--- src/rtl/fetch_stall_ctrl_if.sv ---
// Fetch-stage control bundle between the hazard FSM / instruction memory side
// and the fetch stall controller.
//
// Handshake semantics: there is no backpressure path. fetch_req is a request
// qualifier for the instruction memory; instr_in is only captured into IF/ID
// on an advance cycle, and instr_valid_in marks whether that captured word is
// live. pc_freeze/do_flush/resolved are level signals sampled every clock.
interface fetch_stall_ctrl_if #(
   parameter int PC_W    = 8,
   parameter int INSTR_W = 16,
   parameter int CNT_W   = 8
);
   logic               pc_freeze;
   logic               do_flush;
   logic               resolved;
   logic [PC_W-1:0]    redirect_pc;
   logic [INSTR_W-1:0] instr_in;
   logic               instr_valid_in;

   logic [PC_W-1:0]    pc_out;
   logic               fetch_req;
   logic [INSTR_W-1:0] ifid_instr;
   logic [PC_W-1:0]    ifid_pc;
   logic               ifid_valid;
   logic               stall_timeout;
   logic               proto_err;
   logic [CNT_W-1:0]   stall_cnt;
   logic [CNT_W-1:0]   flush_cnt;
   logic [1:0]         dbg_state;

   modport master (
      output pc_freeze, do_flush, resolved, redirect_pc, instr_in, instr_valid_in,
      input  pc_out, fetch_req, ifid_instr, ifid_pc, ifid_valid,
             stall_timeout, proto_err, stall_cnt, flush_cnt, dbg_state
   );

   modport slave (
      input  pc_freeze, do_flush, resolved, redirect_pc, instr_in, instr_valid_in,
      output pc_out, fetch_req, ifid_instr, ifid_pc, ifid_valid,
             stall_timeout, proto_err, stall_cnt, flush_cnt, dbg_state
   );
endinterface

--- src/rtl/fetch_stall_ctrl.sv ---
// Fetch stall controller: owns the PC and the IF/ID register, applies
// stalls, flushes (bubble + redirect) and a freeze-run watchdog.
// Optional macro FETCH_PERF_CNT_EN adds saturating stall/flush counters;
// without it stall_cnt/flush_cnt read as 0 and no counter flops exist.
// dbg_state exposes the FSM state: 0=RUN, 1=STALL, 2=REDIRECT.
module fetch_stall_ctrl #(
   parameter int PC_W      = 8,
   parameter int INSTR_W   = 16,
   parameter int CNT_W     = 8,
   parameter int STALL_MAX = 15
) (
   input logic              clk,
   input logic              rst_n,
   fetch_stall_ctrl_if.slave fsc_if
);

   typedef enum logic [1:0] {
      ST_RUN      = 2'd0,
      ST_STALL    = 2'd1,
      ST_REDIRECT = 2'd2
   } state_t;

   state_t             state_q, state_d;
   logic [PC_W-1:0]    pc_q, pc_d;
   logic [INSTR_W-1:0] ifid_instr_q, ifid_instr_d;
   logic [PC_W-1:0]    ifid_pc_q, ifid_pc_d;
   logic               ifid_valid_q, ifid_valid_d;
   logic [CNT_W-1:0]   run_cnt_q, run_cnt_d;
   logic               timeout_q, timeout_d;
   logic               proto_q, proto_d;
   logic               frozen;

   // A cycle counts as frozen only when no flush overrides the freeze.
   assign frozen = fsc_if.pc_freeze & ~fsc_if.do_flush;

   // Next-state and pipeline update; priority do_flush > pc_freeze > advance.
   always_comb begin
      state_d      = state_q;
      pc_d         = pc_q;
      ifid_instr_d = ifid_instr_q;
      ifid_pc_d    = ifid_pc_q;
      ifid_valid_d = ifid_valid_q;
      if (fsc_if.do_flush) begin
         // IF/ID instr/pc are left as-is; only the valid bit matters.
         pc_d         = fsc_if.redirect_pc;
         ifid_valid_d = 1'b0;
         state_d      = ST_REDIRECT;
      end else begin
         case (state_q)
            ST_RUN: begin
               if (fsc_if.pc_freeze) begin
                  state_d = ST_STALL;
               end else begin
                  pc_d         = pc_q + PC_W'(1);
                  ifid_instr_d = fsc_if.instr_in;
                  ifid_pc_d    = pc_q;
                  ifid_valid_d = fsc_if.instr_valid_in;
               end
            end
            ST_STALL: begin
               if (!fsc_if.pc_freeze) begin
                  // Release advances in the same cycle.
                  pc_d         = pc_q + PC_W'(1);
                  ifid_instr_d = fsc_if.instr_in;
                  ifid_pc_d    = pc_q;
                  ifid_valid_d = fsc_if.instr_valid_in;
                  state_d      = ST_RUN;
               end
            end
            ST_REDIRECT: begin
               // One bubble while the PC sits on the redirect target.
               ifid_valid_d = 1'b0;
               state_d      = fsc_if.pc_freeze ? ST_STALL : ST_RUN;
            end
            default: begin
               state_d = ST_RUN;
            end
         endcase
      end
   end

   // Watchdog run counter, registered timeout and sticky protocol error.
   always_comb begin
      run_cnt_d = '0;
      if (frozen) begin
         run_cnt_d = (run_cnt_q == {CNT_W{1'b1}}) ? run_cnt_q : run_cnt_q + CNT_W'(1);
      end
      // Timeout follows the registered run count, so it lags it by one cycle.
      timeout_d = (run_cnt_q >= CNT_W'(STALL_MAX));
      proto_d   = proto_q
                | (fsc_if.resolved & (fsc_if.pc_freeze | fsc_if.do_flush))
                | (fsc_if.do_flush & ~fsc_if.pc_freeze);
   end

   // State and pipeline registers with synchronous active-low reset.
   always_ff @(posedge clk) begin
      if (!rst_n) begin
         state_q      <= ST_RUN;
         pc_q         <= '0;
         ifid_instr_q <= '0;
         ifid_pc_q    <= '0;
         ifid_valid_q <= 1'b0;
         run_cnt_q    <= '0;
         timeout_q    <= 1'b0;
         proto_q      <= 1'b0;
      end else begin
         state_q      <= state_d;
         pc_q         <= pc_d;
         ifid_instr_q <= ifid_instr_d;
         ifid_pc_q    <= ifid_pc_d;
         ifid_valid_q <= ifid_valid_d;
         run_cnt_q    <= run_cnt_d;
         timeout_q    <= timeout_d;
         proto_q      <= proto_d;
      end
   end

`ifdef FETCH_PERF_CNT_EN
   logic [CNT_W-1:0] stall_cnt_q, stall_cnt_d;
   logic [CNT_W-1:0] flush_cnt_q, flush_cnt_d;

   // Saturating activity counters.
   always_comb begin
      stall_cnt_d = stall_cnt_q;
      flush_cnt_d = flush_cnt_q;
      if (frozen && (stall_cnt_q != {CNT_W{1'b1}})) begin
         stall_cnt_d = stall_cnt_q + CNT_W'(1);
      end
      if (fsc_if.do_flush && (flush_cnt_q != {CNT_W{1'b1}})) begin
         flush_cnt_d = flush_cnt_q + CNT_W'(1);
      end
   end

   // Counter registers.
   always_ff @(posedge clk) begin
      if (!rst_n) begin
         stall_cnt_q <= '0;
         flush_cnt_q <= '0;
      end else begin
         stall_cnt_q <= stall_cnt_d;
         flush_cnt_q <= flush_cnt_d;
      end
   end

   assign fsc_if.stall_cnt = stall_cnt_q;
   assign fsc_if.flush_cnt = flush_cnt_q;
`else
   assign fsc_if.stall_cnt = '0;
   assign fsc_if.flush_cnt = '0;
`endif

   assign fsc_if.fetch_req     = fsc_if.do_flush | ~fsc_if.pc_freeze;
   assign fsc_if.pc_out        = pc_q;
   assign fsc_if.ifid_instr    = ifid_instr_q;
   assign fsc_if.ifid_pc       = ifid_pc_q;
   assign fsc_if.ifid_valid    = ifid_valid_q;
   assign fsc_if.stall_timeout = timeout_q;
   assign fsc_if.proto_err     = proto_q;
   assign fsc_if.dbg_state     = state_q;

endmodule

--- src/flat_wrapper.sv ---
// flat-port wrapper written by rule: the top's interface ports become plain ports
module fetch_stall_ctrl_flat 
#(
   parameter int PC_W      = 8,
   parameter int INSTR_W   = 16,
   parameter int CNT_W     = 8,
   parameter int STALL_MAX = 15
)
  (clk, rst_n, fsc_if_pc_freeze, fsc_if_do_flush, fsc_if_resolved, fsc_if_redirect_pc, fsc_if_instr_in, fsc_if_instr_valid_in, fsc_if_pc_out, fsc_if_fetch_req, fsc_if_ifid_instr, fsc_if_ifid_pc, fsc_if_ifid_valid, fsc_if_stall_timeout, fsc_if_proto_err, fsc_if_stall_cnt, fsc_if_flush_cnt, fsc_if_dbg_state);
  fetch_stall_ctrl_if #(.PC_W(PC_W), .INSTR_W(INSTR_W), .CNT_W(CNT_W)) fsc_if_i ();
  input logic clk;
  input logic rst_n;
  input wire logic [$bits(fsc_if_i.pc_freeze)-1:0] fsc_if_pc_freeze;
  input wire logic [$bits(fsc_if_i.do_flush)-1:0] fsc_if_do_flush;
  input wire logic [$bits(fsc_if_i.resolved)-1:0] fsc_if_resolved;
  input wire logic [$bits(fsc_if_i.redirect_pc)-1:0] fsc_if_redirect_pc;
  input wire logic [$bits(fsc_if_i.instr_in)-1:0] fsc_if_instr_in;
  input wire logic [$bits(fsc_if_i.instr_valid_in)-1:0] fsc_if_instr_valid_in;
  output wire logic [$bits(fsc_if_i.pc_out)-1:0] fsc_if_pc_out;
  output wire logic [$bits(fsc_if_i.fetch_req)-1:0] fsc_if_fetch_req;
  output wire logic [$bits(fsc_if_i.ifid_instr)-1:0] fsc_if_ifid_instr;
  output wire logic [$bits(fsc_if_i.ifid_pc)-1:0] fsc_if_ifid_pc;
  output wire logic [$bits(fsc_if_i.ifid_valid)-1:0] fsc_if_ifid_valid;
  output wire logic [$bits(fsc_if_i.stall_timeout)-1:0] fsc_if_stall_timeout;
  output wire logic [$bits(fsc_if_i.proto_err)-1:0] fsc_if_proto_err;
  output wire logic [$bits(fsc_if_i.stall_cnt)-1:0] fsc_if_stall_cnt;
  output wire logic [$bits(fsc_if_i.flush_cnt)-1:0] fsc_if_flush_cnt;
  output wire logic [$bits(fsc_if_i.dbg_state)-1:0] fsc_if_dbg_state;
  assign fsc_if_i.pc_freeze = fsc_if_pc_freeze;
  assign fsc_if_i.do_flush = fsc_if_do_flush;
  assign fsc_if_i.resolved = fsc_if_resolved;
  assign fsc_if_i.redirect_pc = fsc_if_redirect_pc;
  assign fsc_if_i.instr_in = fsc_if_instr_in;
  assign fsc_if_i.instr_valid_in = fsc_if_instr_valid_in;
  assign fsc_if_pc_out = fsc_if_i.pc_out;
  assign fsc_if_fetch_req = fsc_if_i.fetch_req;
  assign fsc_if_ifid_instr = fsc_if_i.ifid_instr;
  assign fsc_if_ifid_pc = fsc_if_i.ifid_pc;
  assign fsc_if_ifid_valid = fsc_if_i.ifid_valid;
  assign fsc_if_stall_timeout = fsc_if_i.stall_timeout;
  assign fsc_if_proto_err = fsc_if_i.proto_err;
  assign fsc_if_stall_cnt = fsc_if_i.stall_cnt;
  assign fsc_if_flush_cnt = fsc_if_i.flush_cnt;
  assign fsc_if_dbg_state = fsc_if_i.dbg_state;
  fetch_stall_ctrl #(.PC_W(PC_W), .INSTR_W(INSTR_W), .CNT_W(CNT_W), .STALL_MAX(STALL_MAX)) u_core (.clk(clk), .rst_n(rst_n), .fsc_if(fsc_if_i));
endmodule
--- config.mk ---
export PLATFORM = sky130hd
export DESIGN_NAME = fetch_stall_ctrl_flat
export DESIGN_NICKNAME = d
export VERILOG_FILES = /design/src/rtl/fetch_stall_ctrl_if.sv /design/src/rtl/fetch_stall_ctrl.sv /design/src/flat_wrapper.sv
export SDC_FILE = /design/constraint.sdc
export NUM_CORES = 1
export LEC_CHECK = 0
export ABC_AREA = 1
export ABC_CLOCK_PERIOD_IN_PS = 1600
export CAP_MARGIN = 20
export CORE_ASPECT_RATIO = 1.4
export CORE_MARGIN = 2
export CORE_UTILIZATION = 44
export CTS_BUF_LIST = sky130_fd_sc_hd__clkbuf_4
export DETAILED_ROUTE_END_ITERATION = 10
export GPL_ROUTABILITY_DRIVEN = 0
export PLACE_DENSITY = 0.85
export SETUP_SLACK_MARGIN = 0.3
export SLEW_MARGIN = 20
export SYNTH_ARGS = -nofsm -noshare
export SYNTH_HDL_FRONTEND = slang
export SYNTH_SLANG_ARGS = --single-unit
--- constraint.sdc ---
create_clock -name clk -period 1.6 [get_ports clk]
set_input_delay 0.16 -clock clk [delete_from_list [all_inputs] [get_ports clk]]
set_output_delay 0.16 -clock clk [all_outputs]
set_load 0.01 [all_outputs]
# Yosys cells after proc, flatten, opt, wreduce, memory -nomap -nowiden
# Cells that the tools add are included.
[word_totals]
reg_bits = 45
output_inout_bits = 54
wordCells = 52
[classes]
addsub = 2
magnitude_cmp = 1
eq_ne = 9
mux = 10
bitwise_logic = 10
reduce_logical = 11
[op_table]
columns = ["cell", "count"]
rows = [
  ["$mux 8", 3],
  ["$add 8x1->8 const B", 2],
  ["$reduce_and 2->1", 5],
  ["$eq 8x8->1 const B", 1],
  ["$ge 8x4->1 const B", 1],
  ["$mux 2", 3],
  ["$ne 2x2->1 const B", 3],
  ["$ne 3x3->1 const B", 2],
  ["$pmux 2 s3", 1],
  ["$or 1x1->1", 4],
  ["$reduce_bool 2->1", 2],
  ["$reduce_or 2->1", 2],
  ["$and 1x1->1", 3],
  ["$not 1->1", 3],
  ["$reduce_and 3->1", 1],
  ["$eq 2x1->1 const B", 1],
  ["$eq 2x2->1 const B", 1],
  ["$logic_not 2->1", 1],
  ["$mux 1", 2],
  ["$ne 2x1->1 const B", 1],
  ["$pmux 1 s2", 1],
]

# Depth between registers and ports, before layout
[logic_depth]
depth_word = 4
depth_mapped = 7
mapped_depth_nobuf = 7

# Worst setup path after synthesis
# OpenSTA, ideal clock, no wires.
[synth_timing]
kind = "register -> register"
from = "register u_core.run_cnt_q[0]"
to = "register u_core.run_cnt_q[0]"
arrival_time_ps = 1067
t_required_ps = 1530
setup_slack_ps = 463
stages_incl_launch_ff = 8
period_less_slack_ps = 1137
path_cell_list = "dfxtp_1 ha_1 nand2_1 inv_1 nand2_1 nor2_1 nand2_1 a21oi_1"
[synth_via]
elab_chain_cells = 1
[synth_rtl]
columns = ["element", "line_no", "rtl"]
rows = [
  ["start: declaration", "fetch_stall_ctrl.sv:28", "logic [CNT_W-1:0] run_cnt_q, run_cnt_d;"],
  ["start signal: assignment", "fetch_stall_ctrl.sv:112", "run_cnt_q <= run_cnt_d;"],
  ["$add 8x1->8 or $eq 8x8->1 (tied branches)", "fetch_stall_ctrl.sv:86", "run_cnt_d = (run_cnt_q == {CNT_W{1'b1}}) ? run_cnt_q : run_cnt_q + CNT_W'(1);"],
]
# Several ways; a longest one is shown, not always the timed one.
# A chain may end at the register's enable or synchronous reset.

# Worst setup path after layout
[layout_timing]
from = "input port fsc_if_do_flush"
to = "output port fsc_if_fetch_req"
[layout_via]
elab_chain_cells = 1
[layout_rtl]
columns = ["element", "line_no", "rtl"]
rows = [
  ["start: declaration", "flat_wrapper.sv:14", "input wire logic [$bits(fsc_if_i.do_flush)-1:0] fsc_if_do_flush;"],
  ["$or 1x1->1", "fetch_stall_ctrl.sv:152", "assign fsc_if.fetch_req = fsc_if.do_flush | ~fsc_if.pc_freeze;"],
  ["end: declaration", "flat_wrapper.sv:20", "output wire logic [$bits(fsc_if_i.fetch_req)-1:0] fsc_if_fetch_req;"],
]
# Every way passes these cells.

==> results.ini <==
[outcome]
outcome=finished, final reports clean

[clock_tree]
cts-root-buf=clkbuf_4
numCtsBuffers=5
tritoncts=yes
cts.clk_slew.worst_paths_ns=0.12
max-clock-path-buffers=2
h-tree-depth=2
clk_latency_ns=0.35
cts.sinks=45

[global_routing]
grtUsageTotal=0.204
grt.busiest_layer=met2
grt_pass1_wl_mm=8.20
grt_pass1_vias=1908
use_met3=0.0832
grt_start_max_net_pins=25
use_met1=0.232
gr-total-overflow=0
use_met2=0.336
antenna_found_initial=0

[routing]
dr.pass1.iters=4
drc=0
ant_nets=0
vias=1966
drt-initial-drc-count=105
wl_per_cell_um=11.8
vias_per_cell=4.83
drt-total-wl_mm=4.80

[floorplanning]
core_mm2=0.00446
dieArea_mm2=0.00516
die_h_um=84.2
num_rows=29
top_level_ports=84
initial_core_util=0.452
die_w_um=61.3

[worst_setup_path]
r2r_slack_ns=0.36
cp.arrival_ns=1.08
cp.required_ns=1.44
crit_start=fsc_if_do_flush
r2r_start=u_core.fsc_if.pc_out[1]$_SDFFE_PN0P_
critPathMaxFanout=2
startpoint_type=input port
critPathCaptureType=primary output
worstSetupPathType=input port to primary output

[placed_design]
dpl.cell_count=397
post-place-ws_ns=-0.000182
hpwl_mm=3.58
portBuffers=67

[power]
total_power_mw=2.11
p_leak_nw=1.35
power.density_mw_per_mm2=756
ir_drop_mv=0.623

[layout]
area_growth_pct=38.0
nFillCells=419
fin_util=0.625
fin_nets=376
stdcell_count=407
drive_gt1_frac=0.113
antenna_cells=0

[timing]
rsz0062_at_grt=false
setup_violations=0
hold_viol=0
fin_skew_ns=0.00538
slew_viol_final=0
clock.fmax_mhz=803
period_needed_ns=1.24
finalCritPeriodShare=0.778
fin_ws_ns=0.355

[yosys]
syn_inst=272
yosysSeqAreaShare=0.446
yosysUniqueCellTypes=29
yosysWarnings=0
ys_seq_elements=45
avgSynthCellArea_um2=7.42
syn_area_mm2=0.00202

[worst_hold_path]
holdCritPathClass=input port to flip-flop
min_from=fsc_if_pc_freeze

[flow_run]
cap_violations=0

[path summary, 6_finish.rpt]
kind                                             endpoint  depth (start not counted)
hold reg to reg   u_core.fsc_if.dbg_state[0]$_SDFFE_PP0P_                          1
setup / recovery                         fsc_if_fetch_req                          4
hold / removal         u_core.fsc_if.proto_err$_SDFF_PN0_                          3
setup reg to reg     u_core.fsc_if.pc_out[6]$_SDFFE_PN0P_                          6
[cells in the mapped netlist (all sizes together)]
cell type   n  share of area
a21oi      18          0.045
conb        1         0.0019
buf        22          0.082
a31oi       3         0.0093
a211oi      1         0.0037
or2         1         0.0031
dfxtp      45           0.45
clkinv      1         0.0019
o211a       1         0.0050
nand2      38          0.078
nor3        1         0.0025
nand3      13          0.032
o21ai      33          0.082
ha          2          0.012
clkbuf      2         0.0037
nand4       2         0.0062
xnor2       1         0.0043
nor2       61           0.13
inv        24          0.048
o211ai      1         0.0037
nor4        1         0.0031
[layout make-up]
| class | instances | area (um^2) | area share |
|---|---|---|---|
| multi-input combinational | 193 | 936 | 0.336 |
| timing repair buffer | 74 | 703 | 0.252 |
| clock inverter | 3 | 12.5 | 0.00449 |
| clock buffer | 5 | 37.5 | 0.0135 |
| inverter | 25 | 104 | 0.0373 |
| tap | 62 | 77.6 | 0.0278 |
| sequential | 45 | 917 | 0.329 |
[registers in the layout, summed over array words and instances, names as in the netlist]
| register | flops |
|---|---|
| u_core.fsc_if.stall_timeout | 1 |
| u_core.fsc_if.pc_out | 8 |
| u_core.run_cnt_q | 8 |
| u_core.fsc_if.ifid_instr | 16 |
| u_core.fsc_if.ifid_valid | 1 |
| u_core.fsc_if.dbg_state | 2 |
| u_core.fsc_if.ifid_pc | 8 |
| u_core.fsc_if.proto_err | 1 |
[critical path, cell delays in order]
cell and delay, ns:
dlygate4sd2_1 0.32, inv_8 0.04, nand2_1 0.05, clkdlybuf4s50_1 0.52
[metrics by stage]
step	TNS (ns)	instance area [um^2]	hold slack, ns
after CTS	0	2730	0.312
after detailed placement	-0.000182	2710	0.475
final	0	2790	0.310
after global routing	0	2790	0.338
after floorplan	0	2080	0.295
after global placement	0	2710	0.455
[logic make-up after synthesis]
logic type | Yosys count | synth area share
flops | 45 | 0.446
xor+xnor | 1 | 0.00434
fa+ha+maj | 2 | 0.0124
other cells | 1 | 0.00186
compound gates | 57 | 0.148
buf+inv | 49 | 0.136
simple gates | 117 | 0.252
[cells in the final DEF (no fill, tap or decap), types with 2 or more instances in the layout]
master,count
a21oi_1,18
a31oi_1,3
buf_12,2
buf_4,5
clkbuf_4,5
clkdlybuf4s50_1,28
clkinv_1,3
conb_1,16
dfxtp_1,36
dfxtp_2,7
dfxtp_4,2
dlygate4sd2_1,38
inv_1,19
inv_2,3
nand2_1,35
nand2_4,3
nand3_1,13
nand4_1,2
nor2_1,55
nor2_2,3
nor2_4,2
o21ai_0,33
[power breakdown]
part | internal (mW) | switching (mW) | total [mW] | leakage (nW)
combinational | 0.182 | 0.195 | 0.377 | 0.946
clock | 0.160 | 0.354 | 0.513 | 0.0300
sequential | 1.18 | 0.0385 | 1.22 | 0.373
[layer usage]
layer / vias to the layer above / part of all wire
li1: 988 / -
met1: 893 / 0.39
met2: 73 / 0.49
met3: 12 / 0.084
met4: 0 / 0.028
met5: - / 0
[what timing repair did]
item                       4_1_cts  5_1_grt
hold buffers                     0        0
resized for setup               48       14
pin swaps                        0        2
buffers inserted                 0        2
setup endpoints to repair       41       13
Power figures use the tool's default switching activity.
